[src/rtl/uart_rx_ctrl.sv]
// UART receive controller: 2-flop line synchroniser, mid-bit sampling on the
// oversampling tick, LSB-first shift-in, optional parity and stop-bit checks.
module uart_rx_ctrl #(
  parameter int DATA_BITS    = 8,
  parameter int OVERSAMPLING = 16,
  parameter int STOP_TICKS   = 16,
  parameter int PARITY_EN    = 0,
  parameter int PARITY_ODD   = 0
) (
  input  logic                 i_clk,
  input  logic                 i_reset_n,
  input  logic                 i_tick,
  input  logic                 i_rx,
  output logic [DATA_BITS-1:0] o_data,
  output logic                 o_rx_done,
  output logic                 o_frame_err,
  output logic                 o_parity_err,
  output logic                 o_busy
);

  localparam int SMAX = (STOP_TICKS > OVERSAMPLING) ? STOP_TICKS : OVERSAMPLING;
  localparam int SW   = $clog2(SMAX);
  localparam int NW   = (DATA_BITS > 1) ? $clog2(DATA_BITS) : 1;

  localparam logic [SW-1:0] S_HALF = SW'(OVERSAMPLING / 2 - 1);
  localparam logic [SW-1:0] S_BIT  = SW'(OVERSAMPLING - 1);
  localparam logic [SW-1:0] S_STOP = SW'(STOP_TICKS - 1);
  localparam logic [NW-1:0] N_LAST = NW'(DATA_BITS - 1);
  localparam logic          P_ODD  = (PARITY_ODD != 0);

  typedef enum logic [2:0] {
    ST_IDLE,
    ST_START,
    ST_DATA,
    ST_PARITY,
    ST_STOP
  } state_t;

  state_t                 r_state, w_state_nxt;
  logic                   r_rx_meta, r_rx_sync;
  logic [SW-1:0]          r_s, w_s_nxt;
  logic [NW-1:0]          r_n, w_n_nxt;
  logic [DATA_BITS-1:0]   r_shreg, w_shreg_nxt;
  logic                   r_pbit, w_pbit_nxt;
  logic [DATA_BITS-1:0]   r_data, w_data_nxt;
  logic                   r_frame_err, w_frame_err_nxt;
  logic                   r_parity_err, w_parity_err_nxt;
  logic                   r_done, w_done_nxt;
  logic                   r_armed, w_armed_nxt;
  logic                   w_rx;

  assign w_rx = r_rx_sync;

  always_ff @(posedge i_clk or negedge i_reset_n) begin
    if (!i_reset_n) begin
      r_rx_meta <= 1'b1;
      r_rx_sync <= 1'b1;
    end else begin
      r_rx_meta <= i_rx;
      r_rx_sync <= r_rx_meta;
    end
  end

  always_ff @(posedge i_clk or negedge i_reset_n) begin
    if (!i_reset_n) begin
      r_state      <= ST_IDLE;
      r_s          <= '0;
      r_n          <= '0;
      r_shreg      <= '0;
      r_pbit       <= 1'b0;
      r_data       <= '0;
      r_frame_err  <= 1'b0;
      r_parity_err <= 1'b0;
      r_done       <= 1'b0;
      r_armed      <= 1'b1;
    end else begin
      r_state      <= w_state_nxt;
      r_s          <= w_s_nxt;
      r_n          <= w_n_nxt;
      r_shreg      <= w_shreg_nxt;
      r_pbit       <= w_pbit_nxt;
      r_data       <= w_data_nxt;
      r_frame_err  <= w_frame_err_nxt;
      r_parity_err <= w_parity_err_nxt;
      r_done       <= w_done_nxt;
      r_armed      <= w_armed_nxt;
    end
  end

  // r_armed blocks re-triggering after a frame whose stop bit was low (break):
  // the line must be seen high again before a new start edge is accepted.
  always_comb begin
    w_state_nxt      = r_state;
    w_s_nxt          = r_s;
    w_n_nxt          = r_n;
    w_shreg_nxt      = r_shreg;
    w_pbit_nxt       = r_pbit;
    w_data_nxt       = r_data;
    w_frame_err_nxt  = r_frame_err;
    w_parity_err_nxt = r_parity_err;
    w_done_nxt       = 1'b0;
    w_armed_nxt      = r_armed;
    case (r_state)
      ST_IDLE: begin
        if (w_rx) begin
          w_armed_nxt = 1'b1;
        end else if (r_armed) begin
          w_state_nxt = ST_START;
          w_s_nxt     = '0;
        end
      end
      ST_START: begin
        if (i_tick) begin
          if (r_s == S_HALF) begin
            w_s_nxt = '0;
            if (!w_rx) begin
              w_state_nxt = ST_DATA;
              w_n_nxt     = '0;
            end else begin
              w_state_nxt = ST_IDLE;
            end
          end else begin
            w_s_nxt = r_s + 1'b1;
          end
        end
      end
      ST_DATA: begin
        if (i_tick) begin
          if (r_s == S_BIT) begin
            w_s_nxt     = '0;
            w_shreg_nxt = {w_rx, r_shreg[DATA_BITS-1:1]};
            if (r_n == N_LAST) begin
              w_state_nxt = (PARITY_EN != 0) ? ST_PARITY : ST_STOP;
            end else begin
              w_n_nxt = r_n + 1'b1;
            end
          end else begin
            w_s_nxt = r_s + 1'b1;
          end
        end
      end
      ST_PARITY: begin
        if (i_tick) begin
          if (r_s == S_BIT) begin
            w_s_nxt     = '0;
            w_pbit_nxt  = w_rx;
            w_state_nxt = ST_STOP;
          end else begin
            w_s_nxt = r_s + 1'b1;
          end
        end
      end
      ST_STOP: begin
        if (i_tick) begin
          if (r_s == S_STOP) begin
            w_s_nxt          = '0;
            w_data_nxt       = r_shreg;
            w_frame_err_nxt  = ~w_rx;
            w_parity_err_nxt = (PARITY_EN != 0) ? (^r_shreg ^ r_pbit ^ P_ODD) : 1'b0;
            w_done_nxt       = 1'b1;
            w_armed_nxt      = w_rx;
            w_state_nxt      = ST_IDLE;
          end else begin
            w_s_nxt = r_s + 1'b1;
          end
        end
      end
      default: w_state_nxt = ST_IDLE;
    endcase
  end

  assign o_data       = r_data;
  assign o_rx_done    = r_done;
  assign o_frame_err  = r_frame_err;
  assign o_parity_err = r_parity_err;
  assign o_busy       = (r_state != ST_IDLE);

endmodule

[config.mk]
export PLATFORM = sky130hd
export DESIGN_NAME = uart_rx_ctrl
export DESIGN_NICKNAME = d
export VERILOG_FILES = /design/src/rtl/uart_rx_ctrl.sv
export SDC_FILE = /design/constraint.sdc
export NUM_CORES = 1
export LEC_CHECK = 0
export BUFFER_PORTS_ARGS = -buffer_cell sky130_fd_sc_hd__buf_2
export CAP_MARGIN = 20
export CORE_MARGIN = 2
export CORE_UTILIZATION = 57
export CTS_CLUSTER_DIAMETER = 50
export DETAILED_ROUTE_END_ITERATION = 12
export HOLD_SLACK_MARGIN = 0.03
export PLACE_DENSITY = 0.78
export REMOVE_ABC_BUFFERS = 1
export SLEW_MARGIN = 10
export SYNTH_ARGS = -nofsm -noshare
export SYNTH_HDL_FRONTEND = slang
export SYNTH_SLANG_ARGS = --single-unit
[constraint.sdc]
create_clock -name i_clk -period 2.1 [get_ports i_clk]
set_input_delay 0 -clock i_clk [delete_from_list [all_inputs] [get_ports i_clk]]
set_output_delay 0 -clock i_clk [all_outputs]
set_load 0.03 [all_outputs]
Yosys cells after proc, flatten, opt, wreduce, memory -nomap -nowiden
Cells that the tools add are included.

Register bits: 31. Bits in latches: 0. RAM bits: 0. Memory bits (read-only): 0. Input port bits: 4. Output and inout port bits: 12. Logic and storage cells: 81. Memories: 0.

Add/sub/neg operators: 2. $mul: 0. Divide/modulo/power cells: 0. Order comparisons: 0. Equality and inequality tests: 22. Shift operators: 0. Multiplexer cells: 34. Bitwise logic cells: 1. Reduce and logical (&&, ||, !) cells: 12.

Operators with widths (number): 2-to-1 mux 3 bit (17); inequality test 2 bit, second input constant (14); 2-to-1 mux 4 bit (6); one-hot mux 3 bit (5 select lines) (1); one-hot mux 4 bit (3 select lines) (1); AND reduction 11 bit (1); AND reduction 7 bit (1); == test 3 x 2 -> 1 bit, second input constant (2); == test 3 bit, second input constant (2); 2-to-1 mux 1 bit (6); one-hot mux 3 bit (2 select lines) (1); AND reduction 3 bit (2); nonzero test 3 bit (2); AND reduction 5 bit (1); adder 4 x 1 -> 4 bit, second input constant (1); == test 4 x 3 -> 1 bit, second input constant (1); == test 4 bit, second input constant (1); AND reduction 4 bit (1); nonzero test 2 bit (2); adder 3 x 1 -> 3 bit, second input constant (1); == test 3 x 1 -> 1 bit, second input constant (1); zero test 3 bit (1); OR reduction 3 bit (1); 2-to-1 mux 2 bit (1); other kinds (3) (3).

Logic depth before layout (Yosys ltp)
Depth in word-level cells: 5. Mapped depth: 6. Depth with buffers taken out: 5.

Least setup slack after synthesis
OpenSTA, ideal clock, no wires.

Path kind: register to register. From: register r_state[1]. To: register r_n[0]. Library setup time: 125 ps. Arrival: 1593 ps. Data required time: 1975 ps. Slack: 382 ps. Stages on the path, launching flop included: 5. Path buffers: 0. Period minus slack after synthesis: 1718 ps. Cells stage by stage: dfrtp_1 > or4b_1 > o32ai_2 > o221ai_2 > mux2_4.

Cells in the longest elaborated chain, start to end: 3. Elaborated cells on any way between the ends: 11. Classes of those cells: eq/ne (8); mux (1); reduce/logical (2).

RTL lines: start: declaration (RTL line 39) `state_t r_state, w_state_nxt;`; start signal: assignment (RTL line 77) `r_state <= w_state_nxt;`; == test 3 x 2 -> 1 bit or == test 3 x 1 -> 1 bit (tied branches) (RTL line 103) `case (r_state)`; inequality test 2 bit (no source line) or nonzero test 2 bit (tied branches); AND reduction 7 bit (no source line); end signal: assignment (RTL line 79) `r_n <= w_n_nxt;`; end: declaration (RTL line 42) `logic [NW-1:0] r_n, w_n_nxt;`.

Parallel ways exist; a longest one is shown, timed or not. A chain may end at the register's enable or synchronous reset.

Worst setup path in the final report
Same ends and word-level chain as after synthesis.

==> impl_metrics.csv <==
group,metric,value,unit
synthesis,syn-instance-count,121,
route,via_count,1011,
synthesis,async_flop_share,100.0,%
place,io_buffers,14,
cells_and_area,syn2layout_area_growth,11.68,%
route,routed_wl,2666,µm
synthesis,synth_edf_count,0,
synthesis,syn_area,0.001478,mm²
floorplan,num_rows,18,
synthesis,yosysWarnings,0,
sta,tightestPinTransition,0.6755,ns
floorplan,die_h,54.92,µm
synthesis,yosysUniqueCellTypes,41,
worst_setup_path,worstSetupStartpointType,"register",
sta,skew,0.007923,ns
clocking,clk_latency,0.32,ns
route,wl_per_cell,15.50,µm
cells_and_area,finalInstanceArea,0.001650,mm²
sta,slew-limit-headroom,54.97,%
route,vias_per_cell,5.878,
synthesis,synthMostInstantiatedCell,"dfrtp_1",
grt,grt_pass1_wl,4422,µm
floorplan,fp.dieW,54.92,µm
clocking,post_cts_resized,0,
sta,hold_viol_final,0,
pwr,p_per_area,945.6,mW/mm²
clocking,cts.sink_count,31,
pwr,leakagePower,0.8362,nW
worst_setup_path,cp-end-kind,"register",
place,dpl-instance-area,0.001577,mm²
synthesis,yosysSeqAreaShare,52.75,%
outcome,status,"complete, no violations",
grt,antenna_found_initial,0,
worst_setup_path,worstPathRequired,2.32,ns
grt,grt_pass1_vias,990,
clocking,htreeDepth,2,
place,dpl.hpwl,1827,µm
pwr,peakVddDrop,570.9,µV
sta,setup_viol,0,
clocking,cts_tree,"built",
sta,finalMaxSlewViolations,0,
route,final_antenna_net_count,0,
grt,track_usage,21.24,%
route,first_iter_violations,18,
route,drt_pass1_iterations,4,
sta,setup_tns,0,ns
worst_setup_path,path_max_fanout,12,
cells_and_area,final_net_count,148,
cells_and_area,antennaDiodeCount,0,
synthesis,yosys-top-cells-count,"28 x dfrtp_1, 16 x mux2_2, 8 x nand3_1, 6 x nand2_1, 5 x o21ai_0",
sta,fmax,0.5209,GHz
worst_setup_path,crit_arrival,2.14,ns
synthesis,ys_seq_elements,31,
synthesis,yosys_most_used_dff,"dfrtp_1",
synthesis,yosys.area.top_type,"dfrtp_1",
sta,rsz0062_at_grt,"no",
grt,grt_max_degree,32,
clocking,cts_buffers,5,
grt,grt_overflow,0,
synthesis,synth_top_area_share,47.42,%
floorplan,coreArea,0.002477,mm²
clocking,cts_root_buf,"clkbuf_4",
flow_run,maxCapViolations,0,
floorplan,start_util,59.65,%
route,route.detailed.drc,0,
place,place.gp.congestion,0.9259,
floorplan,dieArea,0.003016,mm²
clocking,clk_path_buf_depth,2,
sta,fin_crit_sh,91.42,%
clocking,clk_pin_slew,0.10,ns
synthesis,post_synth.cell_area_avg,12.21,µm²
hold_path,hp-class,"input port to register",
worst_setup_path,crit_type,"register to register",
synthesis,synthTopCellsByArea,"dfrtp_1 47%, mux2_2 12%, dfstp_2 5.3%, nand3_1 2.7%, ha_1 2.5%",
sta,finalCriticalPeriod,1.920,ns
cells_and_area,drive_gt1_share,36.62,%
floorplan,ios,16,
state kept, by name, indices dropped and copies added (netlist names), 3 cells and up:
register / flops
o_data: 8
r_n: 3
r_s: 4
r_shreg: 8
r_state: 3
repair_timing:
| item | CTS | global route |
|---|---|---|
| hold buffers | 2 | 0 |
| buffers inserted | 0 | 0 |
| hold endpoints to repair | 29 | 0 |
where the power goes:
part	total [W]	leakage (nW)	switching, W	internal (W)
Sequential	0.000782	0.409	0.000108	0.000674
Clock	0.000335	0.0282	0.000206	0.000129
Combinational	0.000444	0.399	0.000234	0.000210
stage by stage:
stage                     worst slack (ns)  power, W  hold slack, ns  instances  utilization [%]
after floorplan                     0.2735  0.001116         -0.2956        115                -
after global placement              0.2452  0.001201         0.06392        162            63.64
after detailed placement            0.2062  0.001230         0.07495        162            63.64
after CTS                           0.1793  0.001572         0.03984        172            66.62
after global routing               0.07980  0.001656         0.07420        172            66.62
final                               0.1801  0.001561         0.06672        172            66.62
per-layer routing:
metal	track usage, %	share of wire [%]
met1	25.99	46
met2	35.91	51
met3	5.645	3.3
met4	8.130	0
met5	0	0
placed cells by master (no fill, tap or decap), drive strengths merged, types with 2 or more instances in the layout:
cell type    netlist  final
nand4              2      2
mux2              18     18
dfstp              3      3
a21oi              3      3
buf                5     17
or3b               2      2
o21ai              5      5
dfrtp             28     28
and3               2      2
nor3b              2      2
o2bb2ai            2      2
nand2              6      6
nor2               6      6
ha                 3      3
inv                3      3
nand3              8      8
clkbuf             1      6
dlygate4sd3        0      2
o21bai             2      2
mux2i              2      2
or4b               2      2
cell families after synthesis:
kind of cell	count (synthesis)	share of synthesized area [%]
multiplexers	20	15.58
adder cells (fa/ha/maj)	3	2.540
AND/OR/NAND/NOR	36	14.48
flip-flops	31	52.75
AO/OA/AOI/OAI	21	11.52
other	1	0.2538
buffers and inverters	9	2.879
path summary, 6_finish.rpt:
check | startpoint | to | slack [ns] | depth (start not counted)
min in group asynchronous | i_reset_n | o_data[7] | 0.25 | 2
worst max register to register | r_state[1] | r_n[0] | 0.18 | 4
worst min register to register | r_rx_meta | r_rx_sync | 0.37 | 0
max in group asynchronous | i_reset_n | o_frame_err | 1.42 | 2
worst min-delay path | i_tick | r_s[2] | 0.07 | 3
worst max-delay path | r_state[1] | r_n[0] | 0.18 | 4
final cells by class:
cell class	count	area, µm²
clock buffers	6	41.29
clock inverters	2	12.51
fillers	189	827.0
inverters	3	11.26
multi-input cells	81	655.6
flip-flops and latches	31	779.5
well taps	30	37.54
repair buffers	19	112.6
critical path, stage by stage, from the launching register on:
cell	delay [ns]
dfrtp_1	0.50
or4b_1	0.60
o32ai_2	0.23
o221ai_2	0.18
mux2_4	0.32
Power figures use the tool's default switching activity.
